### config.mk
export PLATFORM = sky130hd
export DESIGN_NAME = alarm_controller
export DESIGN_NICKNAME = d
export VERILOG_FILES = /design/src/rtl/clock_pkg.sv /design/src/rtl/time_add_minutes.sv /design/src/rtl/alarm_controller.sv
export SDC_FILE = /design/constraint.sdc
export NUM_CORES = 1
export LEC_CHECK = 0
export ABC_AREA = 1
export BUFFER_PORTS_ARGS = -buffer_cell sky130_fd_sc_hd__buf_2
export CAP_MARGIN = 20
export CORE_MARGIN = 5
export CORE_UTILIZATION = 30
export CTS_CLUSTER_SIZE = 8
export DETAILED_ROUTE_END_ITERATION = 8
export GPL_ROUTABILITY_DRIVEN = 0
export PLACE_DENSITY = 0.54
export RECOVER_POWER = 50
export SYNTH_ARGS = -nofsm -noshare
export SYNTH_HDL_FRONTEND = slang
export SYNTH_SLANG_ARGS = --single-unit
### constraint.sdc
create_clock -name clk -period 2.15 [get_ports clk]
set_input_delay 0.3225 -clock clk [delete_from_list [all_inputs] [get_ports clk]]
set_output_delay 0.3225 -clock clk [all_outputs]
set_load 0.02 [all_outputs]
### src/rtl/clock_pkg.sv
// clock_pkg: shared time-of-day widths, limits and alarm state encoding
package clock_pkg;
    localparam int HOUR_W        = 5;
    localparam int MIN_W         = 6;
    localparam int SEC_W         = 6;
    localparam int HOURS_PER_DAY = 24;
    localparam int MIN_PER_HOUR  = 60;

    typedef enum logic [1:0] {IDLE, ARMED, RINGING, SNOOZE} alarm_state_t;
endpackage

### src/rtl/time_add_minutes.sv
// time_add_minutes: combinational hour:minute plus a constant minute offset, wrapping at midnight
module time_add_minutes import clock_pkg::*; #(
    parameter int ADD_MIN = 5
) (
    input  logic [HOUR_W-1:0] hour_in,
    input  logic [MIN_W-1:0]  min_in,
    output logic [HOUR_W-1:0] hour_out,
    output logic [MIN_W-1:0]  min_out
);
    logic [MIN_W:0] sum;
    logic           carry;

    // one extra bit holds minute sums up to 59+59 before folding back into 0..59
    always_comb begin
        sum      = {1'b0, min_in} + (MIN_W+1)'(ADD_MIN);
        carry    = sum >= (MIN_W+1)'(MIN_PER_HOUR);
        min_out  = carry ? MIN_W'(sum - (MIN_W+1)'(MIN_PER_HOUR)) : sum[MIN_W-1:0];
        hour_out = !carry ? hour_in :
                   (hour_in == HOUR_W'(HOURS_PER_DAY - 1)) ? '0 : hour_in + 1'b1;
    end
endmodule

### src/rtl/alarm_controller.sv
// alarm_controller: programmable HH:MM alarm with snooze, ring timeout and disarm
module alarm_controller import clock_pkg::*; #(
    parameter int RING_SECONDS   = 60,
    parameter int SNOOZE_MINUTES = 5,
    parameter int MAX_SNOOZE     = 3
) (
    input  logic              clk,
    input  logic              reset,
    input  logic [HOUR_W-1:0] hour,
    input  logic [MIN_W-1:0]  minute,
    input  logic [SEC_W-1:0]  second,
    input  logic              set_en,
    input  logic [HOUR_W-1:0] set_hour,
    input  logic [MIN_W-1:0]  set_minute,
    input  logic              arm,
    input  logic              disarm,
    input  logic              snooze,
    output logic              ring,
    output logic              armed,
    output logic              snoozing,
    output logic              set_err,
    output logic [HOUR_W-1:0] alarm_hour,
    output logic [MIN_W-1:0]  alarm_minute
);
    localparam logic [7:0] RING_LIM = 8'(RING_SECONDS);
    localparam logic [2:0] SNZ_LIM  = 3'(MAX_SNOOZE);

    alarm_state_t      state_q, state_d;
    logic [HOUR_W-1:0] alarm_h_q, alarm_h_d, tgt_h_q, tgt_h_d, snz_h;
    logic [MIN_W-1:0]  alarm_m_q, alarm_m_d, tgt_m_q, tgt_m_d, snz_m;
    logic [SEC_W-1:0]  second_q;
    logic [7:0]        ring_cnt_q, ring_cnt_d;
    logic [2:0]        snooze_cnt_q, snooze_cnt_d;
    logic              ring_q, ring_d, armed_q, armed_d, snoozing_q, snoozing_d;
    logic              set_err_q, set_err_d;
    logic              tick, fire, set_ok;

    time_add_minutes #(.ADD_MIN(SNOOZE_MINUTES)) u_snooze_add (
        .hour_in  (hour),
        .min_in   (minute),
        .hour_out (snz_h),
        .min_out  (snz_m)
    );

    // the day counter can be paused, so a second only counts when its value changes
    assign tick   = second != second_q;
    assign fire   = tick && (second == '0) && (hour == tgt_h_q) && (minute == tgt_m_q);
    assign set_ok = (set_hour < HOUR_W'(HOURS_PER_DAY)) && (set_minute < MIN_W'(MIN_PER_HOUR));

    // next state: one command per cycle, disarm > set_en > snooze > arm > fire/tick
    always_comb begin
        state_d      = state_q;
        alarm_h_d    = alarm_h_q;
        alarm_m_d    = alarm_m_q;
        tgt_h_d      = tgt_h_q;
        tgt_m_d      = tgt_m_q;
        ring_cnt_d   = ring_cnt_q;
        snooze_cnt_d = snooze_cnt_q;
        set_err_d    = 1'b0;
        if (disarm) begin
            state_d = IDLE;
            tgt_h_d = alarm_h_q;
            tgt_m_d = alarm_m_q;
        end else if (set_en) begin
            if (set_ok) begin
                alarm_h_d = set_hour;
                alarm_m_d = set_minute;
                tgt_h_d   = set_hour;
                tgt_m_d   = set_minute;
                state_d   = (state_q == RINGING || state_q == SNOOZE) ? ARMED : state_q;
            end else begin
                set_err_d = 1'b1;
            end
        end else if (snooze && state_q == RINGING && snooze_cnt_q < SNZ_LIM) begin
            state_d      = SNOOZE;
            tgt_h_d      = snz_h;
            tgt_m_d      = snz_m;
            snooze_cnt_d = snooze_cnt_q + 3'd1;
        end else if (arm && state_q == IDLE) begin
            state_d      = ARMED;
            tgt_h_d      = alarm_h_q;
            tgt_m_d      = alarm_m_q;
            snooze_cnt_d = '0;
        end else if ((state_q == ARMED || state_q == SNOOZE) && fire) begin
            state_d    = RINGING;
            ring_cnt_d = '0;
        end else if (state_q == RINGING && tick) begin
            ring_cnt_d = ring_cnt_q + 8'd1;
            if (ring_cnt_q + 8'd1 == RING_LIM) begin
                state_d      = ARMED;
                tgt_h_d      = alarm_h_q;
                tgt_m_d      = alarm_m_q;
                snooze_cnt_d = '0;
            end
        end
        ring_d     = state_d == RINGING;
        armed_d    = state_d != IDLE;
        snoozing_d = state_d == SNOOZE;
    end

    // state, counters and registered outputs; reset silences the buzzer without waiting for clk
    always_ff @(posedge clk or negedge reset) begin
        if (!reset) begin
            state_q      <= IDLE;
            alarm_h_q    <= '0;
            alarm_m_q    <= '0;
            tgt_h_q      <= '0;
            tgt_m_q      <= '0;
            second_q     <= '0;
            ring_cnt_q   <= '0;
            snooze_cnt_q <= '0;
            ring_q       <= 1'b0;
            armed_q      <= 1'b0;
            snoozing_q   <= 1'b0;
            set_err_q    <= 1'b0;
        end else begin
            state_q      <= state_d;
            alarm_h_q    <= alarm_h_d;
            alarm_m_q    <= alarm_m_d;
            tgt_h_q      <= tgt_h_d;
            tgt_m_q      <= tgt_m_d;
            second_q     <= second;
            ring_cnt_q   <= ring_cnt_d;
            snooze_cnt_q <= snooze_cnt_d;
            ring_q       <= ring_d;
            armed_q      <= armed_d;
            snoozing_q   <= snoozing_d;
            set_err_q    <= set_err_d;
        end
    end

    assign ring         = ring_q;
    assign armed        = armed_q;
    assign snoozing     = snoozing_q;
    assign set_err      = set_err_q;
    assign alarm_hour   = alarm_h_q;
    assign alarm_minute = alarm_m_q;
endmodule

==> impl_results.md <==
* First-pass GRT wire length at 13030 um
* Simple-gate share of the synthesized area at between 30 and 40%
* FMAX at 494.6 MHz
* Seq/Total Area, Yosys at 36.89%
* Crit start category: flip-flop
* Std-Cell Rows at 36
* Synth cell types at 38
* Starting Density at 30.95%
* Antenna violations before repair at 0
* Endpoints failing setup at 0
* Remaining Overflow, GRT at 0
* I/O pins at 49
* IO Port Bufs at 48
* Fin crit share at a little over nine tenths
* Mux contribution to synthesized area at 0%
* Antenna Cells at 0
* Yosys top cell area share at between 30% and 40%
* Clk pin slew, worst setup/hold paths at roughly 0.08 ns
* Die area at 12290 um2
* Max-slew violations at 0
* Gr usage total at 12.79%
* Post-DP HPWL at 6204 um
* Initial detailed-routing violation count at roughly 160
* Share of cells above drive strength 1 at 18.03%
* RSZ-0062 raised after global routing: no
* Mapped Area at 3053 um2
* Largest cells by area after synthesis: dfrtp_1 (37%), nand2_1 (14%), inv_1 (8.4%)
* Clk sinks at 45
* Measured slew at the worst slew-check pin at 1.143 ns
* Fillers at 1084
* Min-Delay Path Depth at 1
* Worst r2r path cells at 11
* CTS Hold Bufs at 0
* First-pass DRT Iterations at 4
* CTS buffer count at 5
* Setup Fix Bufs, Post-CTS at 0
* Library cell with the largest summed area after synthesis: dfrtp_1
* Final Hold Vio Count at 0
* Compound-cell area share of the yosys netlist at 12.79%
* Vias in the first global route at 2763
* Critical path arrival at 2.20 ns
* Total wire length at 7844 um
* H-tree Lvls at 2
* Insertion delay to the later sink of the worst-skew pair at 0.30 ns
* Min-Delay Path Class: in2reg
* Hold_sp: second[2]
* Final min period at 2.022 ns
* Critical-path maximum fanout at 6
* TritonCTS clock tree: done
* Root buffer cell: clkbuf_8
* Drt drc at 0
* Synthesized instance count at 435
* Largest net degree at the start of global routing at 46
* Status: finished, final reports clean
* Syn Area/Cell at roughly 7.0 um2
* Clock tree buffer depth at 2
* Synth warn at 0
* Core area at roughly 9900 um2
* Die W at 110.9 um
* Critical path type: reg2reg
* PwrDens at about 730 nW/um2
* Req. time, crit path at roughly 2.3 ns
* Max_cap viols at 0
* Pleak at 1.861 nW
* DRT antenna net count at 0
* Syn Nets at 475
* Routed len/inst at 12.63 um
* R2r startpoint: ring_cnt_q[0]$_DFFE_PN0P_
* Die height at 110.9 um
* Worst Skew at 0.008691 ns
* Max VDD drop at 0.3067 mV
* Via count at 2861
* Most frequent cells in the layout: nand2_1 (115), inv_1 (68), dfrtp_1 (45), buf_2 (42), nor2_1 (38)
* Post-synthesis xor/xnor area fraction at 3.443%
* Crit path capture type: flip-flop
* Register bit total from synthesis at 45
* Commonest non-fill, non-tap cell in the layout: nand2_1
* Final nets at 528
* Synth Area in Adders at 2.459%
* DR vias/cell at 4.607
* Area growth, synth to finish at 16.43%
* Total power draw at approximately 2.6 mW
* Final core utilization at ~36%
* Hold Slack at ~0.18 ns
* CP Launch Point: ring_cnt_q[0]$_DFFE_PN0P_
* Slew HR at 23.80%
* Main combinational cell family by area after synthesis: simple AND/OR/NAND/NOR gates
## cell usage after synthesis, drive strengths merged
| cell | count |
|---|---|
| inv | 72 |
| o21a | 1 |
| nand2 | 123 |
| a21oi | 20 |
| nor4 | 1 |
| o211ai | 1 |
| nand3 | 25 |
| and3 | 1 |
| o221ai | 1 |
| nor3b | 3 |
| xor2 | 6 |
| o22ai | 8 |
| dfrtp | 45 |
| o21ai | 33 |
| nand3b | 1 |
| ha | 6 |
| o31ai | 1 |
| buf | 7 |
| xnor2 | 6 |
| a21boi | 4 |
| clkbuf | 4 |
| nor2 | 42 |
| nor3 | 5 |
| a31oi | 1 |
| nand4 | 14 |
| or2 | 4 |
## path summary, 6_finish.rpt
check                      slack [ns]                           to
max                              0.13       tgt_m_q[2]$_DFFE_PN0P_
min                              0.18        second_q[2]$_DFF_PN0_
max reg2reg                      0.13       tgt_m_q[2]$_DFFE_PN0P_
min reg2reg                      0.49  snooze_cnt_q[2]$_DFFE_PN0P_
max in group asynchronous        1.13       tgt_m_q[2]$_DFFE_PN0P_
min in group asynchronous        0.31    alarm_hour[1]$_DFFE_PN0P_
## what timing repair did
action                     CTS  global route
setup endpoints to repair    0             4
hold endpoints to repair     0             0
gates resized for setup      0             2
## power by group
part	total [mW]	internal, mW	switching [mW]
combinational	0.836	0.320	0.516
sequential	1.14	1.00	0.137
clock	0.627	0.338	0.289
total	2.60	1.66	0.941
## per-layer routing
metal | vias to the layer above | global-route usage (%) | wire length (um)
met5 | - | 0 | 0
li1 | 1488 | - | -
met2 | 66 | 19.74 | 3374
met4 | 0 | 3.530 | 94
met3 | 6 | 2.402 | 364
met1 | 1301 | 18.28 | 4010
## worst max-delay path, cell delays in order (launching register included)
cell and delay, ns:
dfrtp_1 0.41, ha_2 0.24, nand4_1 0.13, o21ai_0 0.17
nand2_1 0.12, nor2_4 0.11, nand3_2 0.11, nand2_2 0.10
nand3b_4 0.09, buf_4 0.16, nor2_1 0.17, a21oi_1 0.09
## per-stage QoR
stage / area (um2) / instances / setup WS (ns) / TNS, ns
floorplan: 3053 / 435 / 0.3228 / 0
global placement: 3457 / 614 / -0.06861 / -0.07125
detailed placement: 3457 / 614 / -0.1128 / -0.2727
CTS: 3561 / 621 / 0.1336 / 0
global route: 3555 / 621 / 0.002249 / 0
finish: 3555 / 621 / 0.1281 / 0
## final cells by class
cell class | count | area, um2 | area share, %
inverters | 72 | 270.3 | 7.603
repair buffers | 57 | 294.0 | 8.272
clock inverters | 2 | 35.03 | 0.9856
clock buffers | 5 | 68.82 | 1.936
multi-input cells | 307 | 1594 | 44.84
flip-flops and latches | 45 | 1126 | 31.68
well taps | 133 | 166.4 | 4.681
## cells by family after synthesis
| kind of cell | Yosys count |
|---|---|
| xor+xnor | 12 |
| fa+ha+maj | 6 |
| simple gates | 219 |
| buf+inv | 83 |
| compound gates | 70 |
| flops | 45 |
## flip-flops by register name (all words and copies together) (netlist names)
signal	count
alarm_minute	6
tgt_m_q	6
tgt_h_q	5
second_q	6
state_q	2
alarm_hour	5
ring	1
set_err	1
ring_cnt_q	8
snoozing	1
snooze_cnt_q	3
armed	1
(Power assumes the default switching activity.)
